===== src/rtl/seg7_scan_driver_if.sv =====
// Display-side bus for seg7_scan_driver: value/dp/enable in, segment/digit drive and frame pulse out.
interface seg7_scan_driver_if;
  logic        en;
  logic [15:0] bcd_in;
  logic [3:0]  dp_in;
  logic [7:0]  seg;
  logic [3:0]  dig;
  logic        frame_done;

  modport master (output en, bcd_in, dp_in, input seg, dig, frame_done);
  modport slave  (input en, bcd_in, dp_in, output seg, dig, frame_done);
endinterface


===== src/rtl/seg7_scan_driver.sv =====
// 4-digit multiplexed 7-segment scanner with per-slot blanking, leading-zero suppression
// and a once-per-frame snapshot of the BCD value so the display never tears.
module seg7_scan_driver #(
  parameter int unsigned SCAN_DIV    = 12500,
  parameter int unsigned BLANK_CYC   = 16,
  parameter bit          SEG_ACT_LOW = 1'b1,
  parameter bit          DIG_ACT_LOW = 1'b1,
  parameter bit          BLANK_LZ    = 1'b1
) (
  input  logic                clk,
  input  logic                rst_n,
  seg7_scan_driver_if.slave   bus
);

  localparam int unsigned DIV_W   = $clog2(SCAN_DIV);
  localparam logic [7:0]  SEG_OFF = {8{SEG_ACT_LOW}};
  localparam logic [3:0]  DIG_OFF = {4{DIG_ACT_LOW}};

  logic [DIV_W-1:0] div_q, div_d;
  logic [1:0]       idx_q, idx_d;
  logic [15:0]      shadow_bcd_q, shadow_bcd_d;
  logic [3:0]       shadow_dp_q, shadow_dp_d;
  logic [7:0]       seg_q, seg_d;
  logic [3:0]       dig_q, dig_d;
  logic             frame_done_q, frame_done_d;

  logic             wrap_c;
  logic             blank_c;
  logic [3:0]       nib_c;
  logic [6:0]       glyph_c;
  logic [3:0]       sup_c;

  assign wrap_c  = (div_q == DIV_W'(SCAN_DIV - 1));
  assign blank_c = (div_q < DIV_W'(BLANK_CYC));
  assign nib_c   = shadow_bcd_q[{idx_q, 2'b00} +: 4];

  // Active-high glyph for the current nibble; non-BCD codes show a dash.
  always_comb begin
    glyph_c = 7'h40;
    case (nib_c)
      4'd0: glyph_c = 7'h3F;
      4'd1: glyph_c = 7'h06;
      4'd2: glyph_c = 7'h5B;
      4'd3: glyph_c = 7'h4F;
      4'd4: glyph_c = 7'h66;
      4'd5: glyph_c = 7'h6D;
      4'd6: glyph_c = 7'h7D;
      4'd7: glyph_c = 7'h07;
      4'd8: glyph_c = 7'h7F;
      4'd9: glyph_c = 7'h6F;
      default: glyph_c = 7'h40;
    endcase
  end

  // A digit is a leading zero when it and every higher nibble are zero; a lit dp keeps it visible.
  always_comb begin
    sup_c = 4'b0000;
    if (BLANK_LZ) begin
      sup_c[1] = (shadow_bcd_q[15:4]  == 12'h000) && !shadow_dp_q[1];
      sup_c[2] = (shadow_bcd_q[15:8]  == 8'h00)   && !shadow_dp_q[2];
      sup_c[3] = (shadow_bcd_q[15:12] == 4'h0)    && !shadow_dp_q[3];
    end
  end

  always_comb begin
    div_d        = div_q;
    idx_d        = idx_q;
    shadow_bcd_d = shadow_bcd_q;
    shadow_dp_d  = shadow_dp_q;
    seg_d        = SEG_OFF;
    dig_d        = DIG_OFF;
    frame_done_d = 1'b0;

    if (!bus.en) begin
      // Parked: follow the inputs so re-enable starts from the live value at digit 0.
      div_d        = '0;
      idx_d        = '0;
      shadow_bcd_d = bus.bcd_in;
      shadow_dp_d  = bus.dp_in;
    end else begin
      if (wrap_c) begin
        div_d = '0;
        idx_d = idx_q + 2'd1;
        if (idx_q == 2'd3) begin
          shadow_bcd_d = bus.bcd_in;
          shadow_dp_d  = bus.dp_in;
          frame_done_d = 1'b1;
        end
      end else begin
        div_d = div_q + DIV_W'(1);
      end

      if (!blank_c && !sup_c[idx_q]) begin
        seg_d = {shadow_dp_q[idx_q], glyph_c} ^ SEG_OFF;
        dig_d = (4'b0001 << idx_q) ^ DIG_OFF;
      end
    end
  end

  always_ff @(posedge clk or negedge rst_n) begin
    if (!rst_n) begin
      div_q        <= '0;
      idx_q        <= '0;
      shadow_bcd_q <= '0;
      shadow_dp_q  <= '0;
      seg_q        <= SEG_OFF;
      dig_q        <= DIG_OFF;
      frame_done_q <= 1'b0;
    end else begin
      div_q        <= div_d;
      idx_q        <= idx_d;
      shadow_bcd_q <= shadow_bcd_d;
      shadow_dp_q  <= shadow_dp_d;
      seg_q        <= seg_d;
      dig_q        <= dig_d;
      frame_done_q <= frame_done_d;
    end
  end

  assign bus.seg        = seg_q;
  assign bus.dig        = dig_q;
  assign bus.frame_done = frame_done_q;

endmodule


===== src/flat_wrapper.sv =====
// flat-port wrapper written by rule: the top's interface ports become plain ports
module seg7_scan_driver_flat 
#(
  parameter int unsigned SCAN_DIV    = 12500,
  parameter int unsigned BLANK_CYC   = 16,
  parameter bit          SEG_ACT_LOW = 1'b1,
  parameter bit          DIG_ACT_LOW = 1'b1,
  parameter bit          BLANK_LZ    = 1'b1
)
  (clk, rst_n, bus_en, bus_bcd_in, bus_dp_in, bus_seg, bus_dig, bus_frame_done);
  seg7_scan_driver_if bus_i ();
  input  logic clk;
  input  logic rst_n;
  input wire logic [$bits(bus_i.en)-1:0] bus_en;
  input wire logic [$bits(bus_i.bcd_in)-1:0] bus_bcd_in;
  input wire logic [$bits(bus_i.dp_in)-1:0] bus_dp_in;
  output wire logic [$bits(bus_i.seg)-1:0] bus_seg;
  output wire logic [$bits(bus_i.dig)-1:0] bus_dig;
  output wire logic [$bits(bus_i.frame_done)-1:0] bus_frame_done;
  assign bus_i.en = bus_en;
  assign bus_i.bcd_in = bus_bcd_in;
  assign bus_i.dp_in = bus_dp_in;
  assign bus_seg = bus_i.seg;
  assign bus_dig = bus_i.dig;
  assign bus_frame_done = bus_i.frame_done;
  seg7_scan_driver #(.SCAN_DIV(SCAN_DIV), .BLANK_CYC(BLANK_CYC), .SEG_ACT_LOW(SEG_ACT_LOW), .DIG_ACT_LOW(DIG_ACT_LOW), .BLANK_LZ(BLANK_LZ)) u_core (.clk(clk), .rst_n(rst_n), .bus(bus_i));
endmodule

===== config.mk =====
export PLATFORM = sky130hd
export DESIGN_NAME = seg7_scan_driver_flat
export DESIGN_NICKNAME = d
export VERILOG_FILES = /design/src/rtl/seg7_scan_driver_if.sv /design/src/rtl/seg7_scan_driver.sv /design/src/flat_wrapper.sv
export SDC_FILE = /design/constraint.sdc
export NUM_CORES = 1
export LEC_CHECK = 0
export BUFFER_PORTS_ARGS = -buffer_cell sky130_fd_sc_hd__buf_2
export CORE_MARGIN = 10
export CORE_UTILIZATION = 33
export CTS_CLUSTER_SIZE = 10
export DETAILED_ROUTE_END_ITERATION = 7
export PLACE_DENSITY = 0.52
export SLEW_MARGIN = 20
export SYNTH_ARGS = -nofsm -noshare
export SYNTH_HDL_FRONTEND = slang
export SYNTH_SLANG_ARGS = --single-unit

===== constraint.sdc =====
create_clock -name clk -period 2.88 [get_ports clk]
set_input_delay 0 -clock clk [delete_from_list [all_inputs] [get_ports clk]]
set_output_delay 0 -clock clk [all_outputs]
set_load 0.05 [all_outputs]

==> results.toml, run 1 <==
[synthesis]
synth-edff-count = 0
yosys_warnings = 0
yosys.cell_count.top_type = "dfrtp_1"
avgSynthCellArea_um2 = 12.9
synth_area_leaders = "dfrtp_1 (38%), dfstp_2 (13%), mux2_4 (12%)"
syn_area_mm2 = 0.00243
synth_top_area_share = 0.381
yosysTopAreaCell = "dfrtp_1"
synth-seq-cells = 49
ys_seq_area_frac = 0.511
synth_top_cells_by_count = "dfrtp_1 (37), mux2_4 (20), nor2_1 (15)"
synth_fp_nets = 221
ys.flop_type = "dfrtp_1"
netlist_instances = 188
async_flop_share = 1.00
synth_cell_types = 36

[grt]
grt-ovfl-total = 0
grt_antenna_before_repair = 0
grt_util_all_layers = 0.0877
grt_pass1_wl_um = 8090
grt_pass1_vias = 1607
grt_max_degree = 50

[sta]
max_freq_ghz = 0.459
rsz0062_at_grt = "false"
timing.final.crit_share = 0.757
fin_crit_ns = 2.18
max_slew_margin = 0.600
finalClockSkew_ns = 0.00611
maxSlewViolCount = 0
setup_viol = 0
hold_viol_final = 0
tightest_slew_ns = 0.600
fin_ws_ns = 0.701
fin_tns_setup_ns = 0

[critical_path]
r2r_start = "u_core.div_q[9]$_DFF_PN0_"
start_kind = "flip-flop"
critPathArrivalTime_ns = 2.37
crit_type = "reg -> reg"
crit_start = "u_core.div_q[9]$_DFF_PN0_"
worstSetupEndpointType = "flip-flop"
cp_slowest_cell = "or4_4"
path_cells = "or4_4 > nor4_4 > a21boi_2 > buf_4 > mux2_4"
cpPeakStageDelay_ns = 0.56
cp_max_fo = 20
crit_required_ns = 3.07

[routing]
viasPerCell = 4.39
drt_iter0_drc = 75
dr.pass1.iters = 4
wl_um = 4730
final_antenna_net_count = 0
drt-met1-wl_um = 2320
vias = 1509
drc = 0
wl_met2_um = 2120
met3WireLength_um = 211
avgRoutedWirePerCell_um = 13.7
top_layer = "met4"

[layout]
finalNetCount = 277
area_delta_synth_final_pct = 23.3
design_area_mm2 = 0.00299
seqCellArea_mm2 = 0.00124
multi_input_area_mm2 = 0.00111
final_layout_size_suffix_gt1_frac = 0.347
diodes = 0
instances_no_fill = 344
nFillCells = 728

[floorplanning]
start_util = 0.337
rows = 31
die_area_mm2 = 0.0112
die_h_um = 106
dieWidth_um = 106
core_mm2 = 0.00721
pin_count = 36

[place]
port_buffers = 35
gp_congestion = 0.738
place_hpwl_um = 3250
place_inst = 314
placed_area_mm2 = 0.00269
pre_cts_slack_ns = 0.708

[power]
power_mw = 1.31
p_leak_nw = 1.33
vdd_drop_max_mv = 0.171
powerDensity_mw_per_mm2 = 438

[cts]
cts_made_buffers = 5
clkTransAtPathRegs_ns = 0.09
cts_root_buf = "clkbuf_8"
cts_buffer_depth = 2
clock_latency_ns = 0.30
h-tree-depth = 2
cts_tree = "done"
postCtsResizedCells = 0
cts_num_sinks = 49
post_cts_buffers = 0
ctsHoldBuffers = 22

[run]
cap_viol_max_count = 0

[outcome]
outcome = "finished clean"

[hold_path]
min_path_type = "in -> async"
metal layers:
metal,vias up,track usage
li1,765,-
met1,709,0.120
met2,30,0.126
met3,5,0.0262
met4,0,0.0348
met5,-,0
power breakdown:
group          internal, mW  switching (mW)  leakage (nW)  total, mW
Clock                 0.172           0.223        0.0385      0.396
Combinational         0.101          0.0695         0.692      0.171
Sequential            0.720          0.0253         0.595      0.745
flip-flops by register name, summed over array words and instances (netlist names):
register,cells
u_core.shadow_dp_q,4
u_core.div_q,14
u_core.shadow_bcd_q,16
u_core.bus.frame_done,1
u_core.bus.seg,8
u_core.bus.dig,4
u_core.idx_q,2
stage by stage:
stage / hold slack (ns) / utilization
after floorplan: -0.296 / -
after global placement: 0.233 / 0.373
after detailed placement: 0.236 / 0.373
after CTS: 0.452 / 0.415
after global routing: 0.313 / 0.415
final: 0.264 / 0.415
logic make-up (layout without fill, tap and decap cells):
kind of cell,count (synthesis),in the layout,synth area share
XOR/XNOR,13,13,0.0469
flip-flops,49,49,0.511
multiplexers,29,29,0.187
buffers and inverters,16,73,0.0319
AND/OR/NAND/NOR,59,59,0.139
AO/OA/AOI/OAI,12,12,0.0335
adder cells (fa/ha/maj),10,10,0.0515
layout by cell type (no fill, tap or decap):
cell / netlist / final
dfrtp_1: 37 / 37
buf_2: 2 / 34
dlygate4sd3_1: 0 / 22
mux2_4: 20 / 20
nor2_1: 15 / 15
dfstp_2: 12 / 12
xor2_1: 11 / 11
nand2_1: 10 / 10
ha_1: 10 / 10
inv_1: 6 / 6
nand3_1: 6 / 6
nand4_1: 6 / 6
mux4_2: 5 / 5
clkbuf_8: 0 / 5
or4_1: 4 / 4
mux2i_1: 4 / 4
nand2b_1: 3 / 3
o211ai_1: 3 / 3
nor2b_1: 3 / 3
and2_1: 3 / 3
buf_4: 0 / 3
a21oi_1: 2 / 2
o21ai_0: 2 / 2
and3_1: 2 / 2
xnor2_1: 2 / 2
clkbuf_1: 6 / 2
or4_4: 1 / 1
o41ai_1: 1 / 1
a31oi_1: 1 / 1
or2_1: 1 / 1
a21boi_0: 1 / 1
o21ai_1: 1 / 1
nand4bb_1: 1 / 1
nor4_4: 1 / 1
and4_1: 1 / 1
and4_2: 1 / 1
and3_2: 1 / 1
a21boi_2: 1 / 1
clkinvlp_4: 0 / 1
area by class of cell:
type	count	area share
clock buffer	7	0.0255
tap	99	0.0414
clock inverter	1	0.00251
sequential	49	0.415
inverter	6	0.00752
timing repair buffer	59	0.138
multi-input combinational	123	0.371
worst max-delay path: cells and delay by family (launching register included):
family,cells,cell delay (ns)
simple gates,2,0.97
flops,1,0.40
mux,1,0.33
buf+inv,1,0.26
compound gates,1,0.09
path summary, 6_finish.rpt:
| path | endpoint | slack (ns) | cells past startpoint |
|---|---|---|---|
| max in group asynchronous | u_core.div_q[7]$_DFF_PN0_ | 2.22 | 2 |
| min reg2reg | u_core.div_q[0]$_DFF_PN0_ | 0.47 | 1 |
| max | u_core.shadow_bcd_q[8]$_DFFE_PN0P_ | 0.70 | 5 |
| min in group clk | u_core.shadow_bcd_q[13]$_DFFE_PN0P_ | 0.45 | 3 |
| max reg2reg | u_core.shadow_bcd_q[8]$_DFFE_PN0P_ | 0.70 | 5 |
| min | u_core.shadow_bcd_q[5]$_DFFE_PN0P_ | 0.26 | 2 |
Note: power is estimated with default switching activity, not from simulation.
==> inputs of run 2 (changes only) <==
Clock period 2.88 ns to 2.2 ns, I/O delays scaled along.
==> run 2 against run 1 <==
  * Sequential share of layout area down 1.1 points
  * Routed wire length up 1.7%
  * Sequential power up 31%
  * Design area up 2.8%
  * Global-route usage up 0.26 points
  * Die area unchanged
  * Sequential cell count unchanged
  * Via count up 4.9%
  * Critical path depth unchanged
  * Final cell count up 1.7%
  * Worst setup slack worse by 0.50 ns
==> results.toml, run 2 (same netlist as run 1, synthesis figures left out) <==
[layout]
final_layout_size_suffix_gt1_frac = 0.371
nFillCells = 732
regMostFlops = "u_core.shadow_bcd_q"
area_delta_synth_final_pct = 26.7
finalNetCount = 283
instances_no_fill = 350
largest_reg_flops = 16
final_cell_mix = "dfrtp_1 (37), buf_2 (35), dlygate4sd3_1 (22)"
design_area_mm2 = 0.00308
layout_commonest_cell = "dfrtp_1"
final_util = 0.427
diodes = 0

[critical_path]
r2r_start = "u_core.div_q[9]$_DFF_PN0_"
rrSetupSlack_ns = 0.20
critPathArrivalTime_ns = 2.20
crit_start = "u_core.div_q[9]$_DFF_PN0_"
reg2reg_depth = 5
crit_type = "reg -> reg"
crit_required_ns = 2.40
start_kind = "flip-flop"
reg2reg_to = "u_core.shadow_bcd_q[5]$_DFFE_PN0P_"
cp_max_fo = 20
crit_end = "u_core.shadow_bcd_q[5]$_DFFE_PN0P_"
worstSetupEndpointType = "flip-flop"

[cts]
clkTransAtPathRegs_ns = 0.09
cts_buffer_depth = 2
cts_tree = "done"
h-tree-depth = 2
cts_root_buf = "clkbuf_8"
clock_latency_ns = 0.30
cts_made_buffers = 5
cts_num_sinks = 49
post_cts_buffers = 0

[grt]
grt_util_all_layers = 0.0903
grt-ovfl-total = 0
grt_pass1_wl_um = 8380
grt_pass1_vias = 1688
grt_antenna_before_repair = 0
grt_max_degree = 44

[power]
power_mw = 1.82
powerDensity_mw_per_mm2 = 591
intPower_mw = 1.38
power.share.clock = 0.334
seqPwrFrac = 0.537
swShare = 0.241
power_frac_comb = 0.128
netSwitchingPower_mw = 0.438
p_leak_nw = 1.37
vdd_drop_max_mv = 0.228

[sta]
hold_viol_final = 0
finalClockSkew_ns = 0.00591
timing.final.crit_share = 0.910
maxSlewViolCount = 0
fin_hold_ws_ns = 0.383
rsz0062_at_grt = "false"
fin_tns_setup_ns = 0
tightest_slew_ns = 0.955
setup_viol = 0
fin_ws_ns = 0.199
max_slew_margin = 0.363
max_freq_ghz = 0.500
fin_crit_ns = 2.00

[routing]
dr.pass1.iters = 4
viasPerCell = 4.52
wl_um = 4810
drc = 0
vias = 1583
drt_iter0_drc = 53
avgRoutedWirePerCell_um = 13.7
final_antenna_net_count = 0

[place]
gp_congestion = 0.730
pre_cts_slack_ns = 0.197
port_buffers = 35
place_hpwl_um = 3400
place_inst = 320
placed_area_mm2 = 0.00275

[floorplanning]
core_mm2 = 0.00721
die_h_um = 106
pin_count = 36
die_area_mm2 = 0.0112
start_util = 0.337
dieWidth_um = 106
rows = 31

[outcome]
outcome = "finished clean"

[hold_path]
min_path_type = "in -> async"

[run]
cap_viol_max_count = 0
[run 2: cell count changes in the layout (fill, tap and decap cells not counted)]
| cell | before | now |
|---|---|---|
| clkinvlp_4 | 1 | 0 |
| a31oi_1 | 1 | 0 |
| buf_4 | 3 | 7 |
| clkbuf_16 | 0 | 1 |
| a31oi_2 | 0 | 1 |
| buf_2 | 34 | 35 |
| buf_12 | 0 | 1 |
| inv_6 | 0 | 1 |
| clkbuf_1 | 2 | 1 |
[run 2: area by class of cell]
class / instances / area (um2) / area share
Sequential cell: 49 / 1240 / 0.403
Multi-Input combinational cell: 123 / 1120 / 0.363
Inverter: 6 / 22.5 / 0.00732
Tap cell: 99 / 124 / 0.0402
Clock buffer: 7 / 97.6 / 0.0317
Timing Repair Buffer: 65 / 468 / 0.152
Clock inverter: 1 / 8.76 / 0.00285
[run 2: worst min path at each step]
| stage | start | end | slack, ns | cells past startpoint |
|---|---|---|---|---|
| after CTS | rst_n | u_core.shadow_bcd_q[6]$_DFFE_PN0P_ | 0.41 | 2 |
| final | rst_n | u_core.shadow_bcd_q[6]$_DFFE_PN0P_ | 0.38 | 2 |
| after global routing | bus_bcd_in[7] | u_core.shadow_bcd_q[7]$_DFFE_PN0P_ | 0.45 | 3 |
| after floorplan | rst_n | u_core.bus.frame_done$_DFF_PN0_ | -0.30 | 0 |
| after global placement | rst_n | u_core.shadow_bcd_q[6]$_DFFE_PN0P_ | 0.21 | 1 |
| after detailed placement | rst_n | u_core.shadow_bcd_q[0]$_DFFE_PN0P_ | 0.22 | 1 |
[run 2: critical path: stages, from the launching register on]
cell      delay, ns
dfrtp_1        0.42
or4_4          0.57
nor4_4         0.31
a21boi_2       0.11
buf_12         0.18
mux2_4         0.31
[run 2: routing by layer]
metal	share of wire	global-route usage
met4	0.016	0.0319
met3	0.042	0.0225
met2	0.46	0.138
met5	0	0
met1	0.48	0.121
[run 2: power by group through the flow]
stage / clock network [mW] / registers [mW] / logic [mW]
CTS: 0.628 / 0.977 / 0.237
detailed placement: 0 / 0.993 / 0.207
finish: 0.608 / 0.977 / 0.233
global route: 0.660 / 0.984 / 0.261
global placement: 0 / 0.993 / 0.204
floorplan: 0 / 0.979 / 0.141
[run 2: what timing repair did]
action                                 in CTS  in global routing
setup endpoints to repair                   0                  3
resized for setup                           0                  1
endpoints found under the hold margin      59                  0
hold buffers                               22                  0
